==> src/rtl/sd_spi_pkg.sv <==
// sd_spi_pkg: shared SPI definitions for the SD-card tx/rx paths
//   state_t   : serializer FSM states
//   MOSI_IDLE : level driven on MOSI outside a byte
//   SPI_CPOL/SPI_CPHA : SPI mode 0 constants
package sd_spi_pkg;
  typedef enum logic [1:0] {IDLE, LOW, HIGH, TAIL} state_t;
  localparam logic MOSI_IDLE = 1'b1;
  localparam logic SPI_CPOL = 1'b0;
  localparam logic SPI_CPHA = 1'b0;
endpackage

==> src/rtl/spi_clk_div.sv <==
// spi_clk_div: phase divider, ticks phase_end every CLK_DIV cycles
//   clk, rst  : clock, synchronous active-high reset
//   clr       : restart the phase count from zero
//   phase_end : high on the final cycle of each CLK_DIV-cycle phase
module spi_clk_div #(
  parameter int CLK_DIV = 4
) (
  input  logic clk,
  input  logic rst,
  input  logic clr,
  output logic phase_end
);
  localparam int W = $clog2(CLK_DIV) + 1;
  localparam logic [W-1:0] LAST = W'(CLK_DIV - 1);
  logic [W-1:0] cnt;
  assign phase_end = cnt == LAST;
  always_ff @(posedge clk)
    cnt <= (rst | clr | phase_end) ? '0 : cnt + 1'b1;
endmodule

==> src/rtl/sd_spi_tx.sv <==
// sd_spi_tx: pops bytes from tx_fifo and shifts them MSB-first onto SPI mode 0
//   clk, rst            : clock, synchronous active-high reset
//   enable              : permission to start/continue transmitting
//   fifo_empty/read_data: FWFT tx_fifo head; read_enable pops it
//   sclk, mosi, cs_n    : SPI bus
//   busy                : high whenever not idle
//   byte_done           : one-cycle pulse on the last cycle of each byte
module sd_spi_tx
  import sd_spi_pkg::*;
#(
  parameter int CLK_DIV    = 4,
  parameter int DATA_WIDTH = 8
) (
  input  logic                  clk,
  input  logic                  rst,
  input  logic                  enable,
  input  logic                  fifo_empty,
  input  logic [DATA_WIDTH-1:0] read_data,
  output logic                  read_enable,
  output logic                  sclk,
  output logic                  mosi,
  output logic                  cs_n,
  output logic                  busy,
  output logic                  byte_done
);
  localparam int BW = $clog2(DATA_WIDTH);
  state_t state;
  logic [DATA_WIDTH-1:0] shreg;
  logic [BW-1:0] bit_cnt;
  logic phase_end, last_edge;
  spi_clk_div #(.CLK_DIV(CLK_DIV)) u_div (
    .clk(clk),
    .rst(rst),
    .clr(read_enable | (state == IDLE)),
    .phase_end(phase_end)
  );
  assign last_edge = (state == HIGH) && (bit_cnt == '0) && phase_end;
  // The next byte is popped on the last edge of the current one so bytes stream gap-free
  assign read_enable = ~rst & enable & ~fifo_empty & ((state == IDLE) | last_edge);
  assign byte_done = last_edge;
  always_ff @(posedge clk)
    if (rst) begin
      state <= IDLE;
      shreg <= '0;
      bit_cnt <= '0;
      sclk <= SPI_CPOL;
      mosi <= MOSI_IDLE;
      cs_n <= 1'b1;
      busy <= 1'b0;
    end else if (read_enable) begin
      state <= LOW;
      shreg <= read_data;
      bit_cnt <= BW'(DATA_WIDTH - 1);
      sclk <= SPI_CPOL;
      mosi <= read_data[DATA_WIDTH-1];
      cs_n <= 1'b0;
      busy <= 1'b1;
    end else if (phase_end)
      case (state)
        LOW: begin
          state <= HIGH;
          sclk <= ~SPI_CPOL;
        end
        HIGH: begin
          sclk <= SPI_CPOL;
          if (bit_cnt != '0) begin
            state <= LOW;
            shreg <= shreg << 1;
            bit_cnt <= bit_cnt - 1'b1;
            mosi <= shreg[DATA_WIDTH-2];
          end else begin
            state <= TAIL;
            mosi <= MOSI_IDLE;
          end
        end
        TAIL: begin
          state <= IDLE;
          cs_n <= 1'b1;
          busy <= 1'b0;
        end
        default: ;
      endcase
endmodule
==> config.mk <==
export PLATFORM = sky130hd
export DESIGN_NAME = sd_spi_tx
export DESIGN_NICKNAME = d
export VERILOG_FILES = /design/src/rtl/sd_spi_pkg.sv /design/src/rtl/spi_clk_div.sv /design/src/rtl/sd_spi_tx.sv
export SDC_FILE = /design/constraint.sdc
export NUM_CORES = 1
export LEC_CHECK = 0
export ABC_AREA = 1
export CORE_ASPECT_RATIO = 1.4
export CORE_MARGIN = 2
export CORE_UTILIZATION = 45
export CTS_CLUSTER_DIAMETER = 50
export DETAILED_ROUTE_END_ITERATION = 10
export GPL_ROUTABILITY_DRIVEN = 0
export GPL_TIMING_DRIVEN = 0
export PLACE_DENSITY_LB_ADDON = 0.08
export RECOVER_POWER = 25
export SYNTH_ARGS = -nofsm -noshare
export SYNTH_HDL_FRONTEND = slang
export SYNTH_SLANG_ARGS = --single-unit
==> constraint.sdc <==
create_clock -name clk -period 3.2 [get_ports clk]
set_input_delay 0.32 -clock clk [delete_from_list [all_inputs] [get_ports clk]]
set_output_delay 0.32 -clock clk [all_outputs]
set_load 0.02 [all_outputs]
==> results.ini, run 1 <==
[critical_path]
cp_data_required_time_ns=2.88
critPathKind=reg -> out
critPathMaxFanout=10
end_kind=output pin
arrival_ns=2.29
cp-start-kind=flip-flop

[logic_synthesis]
syn_inst=145
yosysUniqueCellTypes=20
syn-num-nets=165
synth_area_um2=1080
ys_seq_area_frac=0.351
ys_ff_latch=19
syn_area_per_cell_um2=7.48
yosys_warnings=0

[drt]
drt-wirelength-per-cell_um=10.8
wl_um=2050
drtIter0Drc=10
drtAntennaViolNets=0
route.detailed.drc=0
vias=925
viasPerCell=4.89
dr.pass1.iters=4

[global_route]
grt_antenna_before_repair=0
grt_use_total=0.176
grt-ovfl-total=0
grt_pass1_vias=903
grt_pass1_wl_um=3600
grt_max_degree=11

[timing]
hold_viol=0
rsz0062_at_grt=no
timing.setup.tns_ns=0
finalSetupViolCount=0
fmax_mhz=383
drv_slew=0
clock_skew_ns=0.000877
slew_headroom=0.814
period_minus_slack_ns=2.61
tightest_slew_ns=0.278
layout_worst_path_cycle_share=0.816

[floorplanning]
core_um2=2340
rows=21
die_h_um=62.1
dieArea_um2=2830
ios=18
die-width_um=45.5
start_util=0.464

[flow_run]
drv_cap=0

[run_status]
status=finished clean

[clock_network]
ctsRootBufferMaster=clkbuf_4
max-clock-path-buffers=2
numCtsBuffers=3
cts_tree=built
h-tree-depth=1
clkLatencyLatePin_ns=0.29
ctsHoldBuffers=0
clkTransAtPathRegs_ns=0.10
cts_sinks=19
ctsResizeCount=0
post_cts_buffers=0

[cells_and_area]
layout_common_cells=nand2_1 (29), nor2_1 (25), inv_1 (19), dfxtp_1 (19), nand3_1 (15)
num_antenna_cells=0
mostFrequentLayoutCell=nand2_1
layout-drive-gt1-share=0.0964
nets=187
syn_to_final_growth_pct=20.8
fill_cells=227

[power_and_ir_drop]
p_leak_uw=0.000637
total_power_uw=453
peakVddDrop_mv=0.176
power.density_nw_per_um2=346

[worst_hold_path]
hp-class=reg -> reg

[placement]
portBuffers=17
hpwl_um=1610

==> layout make-up <==
class / count / area [µm²] / area share
Timing Repair Buffer: 17 / 170 / 0.130
Inverter: 21 / 80.1 / 0.0611
Tap cell: 23 / 28.8 / 0.0220
Clock buffer: 4 / 26.3 / 0.0201
Buffer: 3 / 27.5 / 0.0210
Multi-Input combinational cell: 102 / 597 / 0.456
Sequential cell: 19 / 380 / 0.290
==> cell families (layout without fill, tap and decap cells) <==
logic type,after synthesis,after routing,share of synthesized area
compound gates,10,10,0.0461
xor+xnor,1,1,0.00808
fa+ha+maj,8,8,0.0923
buf+inv,24,45,0.0992
flops,19,19,0.351
simple gates,83,83,0.404
==> per-stage QoR <==
step	std cells	util	setup WS (ns)	cell area, µm²	hold WS [ns]
after floorplan	145	-	1.50	1080	0.389
after global placement	185	0.549	0.778	1280	0.408
after detailed placement	185	0.549	0.757	1280	0.416
after CTS	189	0.560	0.561	1310	0.432
after global routing	189	0.560	0.449	1310	0.441
final	189	0.560	0.589	1310	0.426
==> critical path, cell delays in order (launching register included) <==
cell             delay (ns)
dfxtp_1                0.33
ha_1                   0.19
ha_1                   0.25
nand2_2                0.15
clkinv_2               0.09
nand2_4                0.10
nand2_8                0.07
nand2_8                0.10
buf_6                  0.15
inv_1                  0.04
clkdlybuf4s50_1        0.52
==> per-layer routing <==
| metal | share of wire | GRT usage | up-vias |
|---|---|---|---|
| li1 | - | - | 492 |
| met1 | 0.43 | 0.193 | 417 |
| met2 | 0.53 | 0.322 | 11 |
| met3 | 0.024 | 0.0347 | 5 |
| met4 | 0.019 | 0.0756 | 0 |
| met5 | 0 | 0 | - |
==> sequential cells by signal, indices dropped and copies added, names as in the netlist <==
name,count
bit_cnt,3
busy,1
cs_n,1
mosi,1
sclk,1
shreg,7
state,2
u_div.cnt,3
==> path summary, 6_finish.rpt <==
| check | from | endpoint | slack (ns) | depth (start not counted) |
|---|---|---|---|---|
| min reg2reg | u_div.cnt[0]$_SDFF_PP0_ | u_div.cnt[0]$_SDFF_PP0_ | 0.43 | 1 |
| max | u_div.cnt[0]$_SDFF_PP0_ | read_enable | 0.59 | 10 |
| max reg2reg | u_div.cnt[0]$_SDFF_PP0_ | shreg[6]$_SDFFE_PP0P_ | 1.43 | 9 |
| min | u_div.cnt[0]$_SDFF_PP0_ | u_div.cnt[0]$_SDFF_PP0_ | 0.43 | 1 |
==> power by group <==
group | total (µW) | internal, µW | switching, µW
registers | 252 | 246 | 5.50
clock network | 120 | 48.5 | 71.1
logic | 82.0 | 39.1 | 42.9
total | 453 | 334 | 119
==> cells in the mapped netlist (all sizes together) <==
master / number / share of area
nand2: 34 / 0.16
nor2: 28 / 0.13
inv: 20 / 0.069
dfxtp: 19 / 0.35
nand3: 15 / 0.069
ha: 8 / 0.092
o21ai: 7 / 0.032
nand3b: 6 / 0.042
a21oi: 3 / 0.014
buf: 3 / 0.025
clkinv: 1 / 0.0046
xnor2: 1 / 0.0081
(Power assumes the default switching activity.)
==> run 2, diff against run 1 <==
==> constraint.sdc (replaced) <==
create_clock -name clk -period 2.5 [get_ports clk]
set_input_delay 0.25 -clock clk [delete_from_list [all_inputs] [get_ports clk]]
set_output_delay 0.25 -clock clk [all_outputs]
set_load 0.02 [all_outputs]
==> results.ini, run 2 (synthesis gave the netlist of run 1 again) <==
[run_status]
status=finished clean

[global_route]
grt-ovfl-total=0
globalRouteMet1Util=0.193
grt_antenna_before_repair=0
gr-max-usage-layer=met2
grt_max_degree=11
grt_pass1_wl_um=3590
grt_use_met2=0.320
grt_use_total=0.176
grt_pass1_vias=897
use_met3=0.0347

[clock_network]
ctsHoldBuffers=0
cts_tree=built
cts_sinks=19
h-tree-depth=1
max-clock-path-buffers=2
clkTransAtPathRegs_ns=0.10
numCtsBuffers=3
clkLatencyLatePin_ns=0.29
ctsRootBufferMaster=clkbuf_4

[worst_hold_path]
min_from=u_div.cnt[0]$_SDFF_PP0_
hp-class=reg -> reg
min_path_cells=1
hold_end=u_div.cnt[0]$_SDFF_PP0_

[placement]
dpl_worst_slack_ns=0.197
portBuffers=17
hpwl_um=1610

[critical_path]
cp_data_required_time_ns=2.25
reg2reg_from=u_div.cnt[0]$_SDFF_PP0_
cp_slowest_cell=dfxtp_1
end_kind=output pin
critPathKind=reg -> out
arrival_ns=2.07
path_cells=ha_1, ha_1, nand2_2, clkinv_2, nand2_4, nand2_8, nand2_8, buf_6, inv_1, dlygate4sd2_1
cp-start-kind=flip-flop
reg2reg_to=shreg[6]$_SDFFE_PP0P_
crit_buf_inv=4
rrSetupSlack_ns=0.73
crit_family=buffers and inverters
ff2ff_path_depth=9
critPathMaxFanout=10
cpPeakStageDelay_ns=0.33

[power_and_ir_drop]
power.density_nw_per_um2=443
p_sw_uw=153
p_int_uw=427
switching_share=0.264
power.share.clock=0.264
combPwrFrac=0.180
peakVddDrop_mv=0.225
p_leak_uw=0.000641
p_seq_frac=0.556

[timing]
setup_slack_ns=0.178
tightest_slew_ns=0.278
slew_headroom=0.814
timing.setup.tns_ns=0
hold_slack_ns=0.426
drv_slew=0
clock_skew_ns=0.000877
period_minus_slack_ns=2.32
finalSetupViolCount=0
fmax_mhz=431
hold_viol=0
layout_worst_path_cycle_share=0.929
rsz0062_at_grt=no

[cells_and_area]
largest_register_ffs=7
syn_to_final_growth_pct=20.6
num_antenna_cells=0
layout_common_cells=nand2_1 (29), nor2_1 (25), inv_1 (19), dfxtp_1 (19), nand3_1 (15)
nets=187
largest_register=shreg
layout-drive-gt1-share=0.0964
largestRegisters=shreg x7, bit_cnt x3, u_div.cnt x3
mostFrequentLayoutCell=nand2_1

[drt]
viasPerCell=4.89
route.detailed.drc=0
dr.pass1.iters=4
drtAntennaViolNets=0
drt-wirelength-per-cell_um=10.8
vias=925
drtIter0Drc=10
wl_um=2050

[floorplanning]
dieArea_um2=2830
rows=21
start_util=0.464
die-width_um=45.5
ios=18
core_um2=2340
die_h_um=62.1

[flow_run]
drv_cap=0

==> run 2: cell type report <==
class / count / area, µm²
sequential: 19 / 380
fill: 228 / 1030
clock buffer: 4 / 26.3
inverter: 21 / 80.1
buffer: 3 / 27.5
tap: 23 / 28.8
timing repair buffer: 17 / 169
multi-input combinational: 102 / 597
==> run 2: worst max-delay path by stage <==
stage	endpoint	startpoint	cells after the start	slack, ns
after global routing	read_enable	u_div.cnt[0]$_SDFF_PP0_	10	0.05
after detailed placement	read_enable	rst	8	0.20
after floorplan	read_enable	u_div.cnt[0]$_SDFF_PP0_	9	0.87
after CTS	read_enable	u_div.cnt[0]$_SDFF_PP0_	10	0.15
after global placement	read_enable	rst	8	0.22
final	read_enable	u_div.cnt[0]$_SDFF_PP0_	10	0.18
==> run 2: per-stage QoR <==
stage	cells	power, µW	instance area [µm²]	util
finish	189	580	1310	0.560
global route	189	613	1310	0.560
CTS	189	589	1310	0.560
detailed placement	185	436	1280	0.549
global placement	185	433	1280	0.549
floorplan	145	398	1080	-
==> run 2: routing by layer <==
layer,vias up,part of all wire
met5,-,0
met4,0,0.019
met3,5,0.024
met2,11,0.53
met1,417,0.43
li1,492,-
==> run 2: worst register-to-register path, stage by stage (launching register included) <==
cell     delay, ns
dfxtp_1       0.35
ha_1          0.15
ha_1          0.26
nand2_2       0.13
nor2_4        0.19
inv_1         0.18
nand2_2       0.17
inv_1         0.10
nor2_1        0.12
nor2_1        0.04
==> run 2: power by group through the flow <==
stage               combinational [µW]  sequential [µW]  clock (µW)
global placement                   104              329           0
global route                       117              324         171
finish                             104              322         153
detailed placement                 107              329           0
floorplan                         66.9              331           0
CTS                                107              322         160
==> run 2: timing repair <==
item / 4_1_cts / 5_1_grt
resized for setup: 1 / 0
endpoints found under the setup margin: 1 / 0
setup buffers: 0 / 0
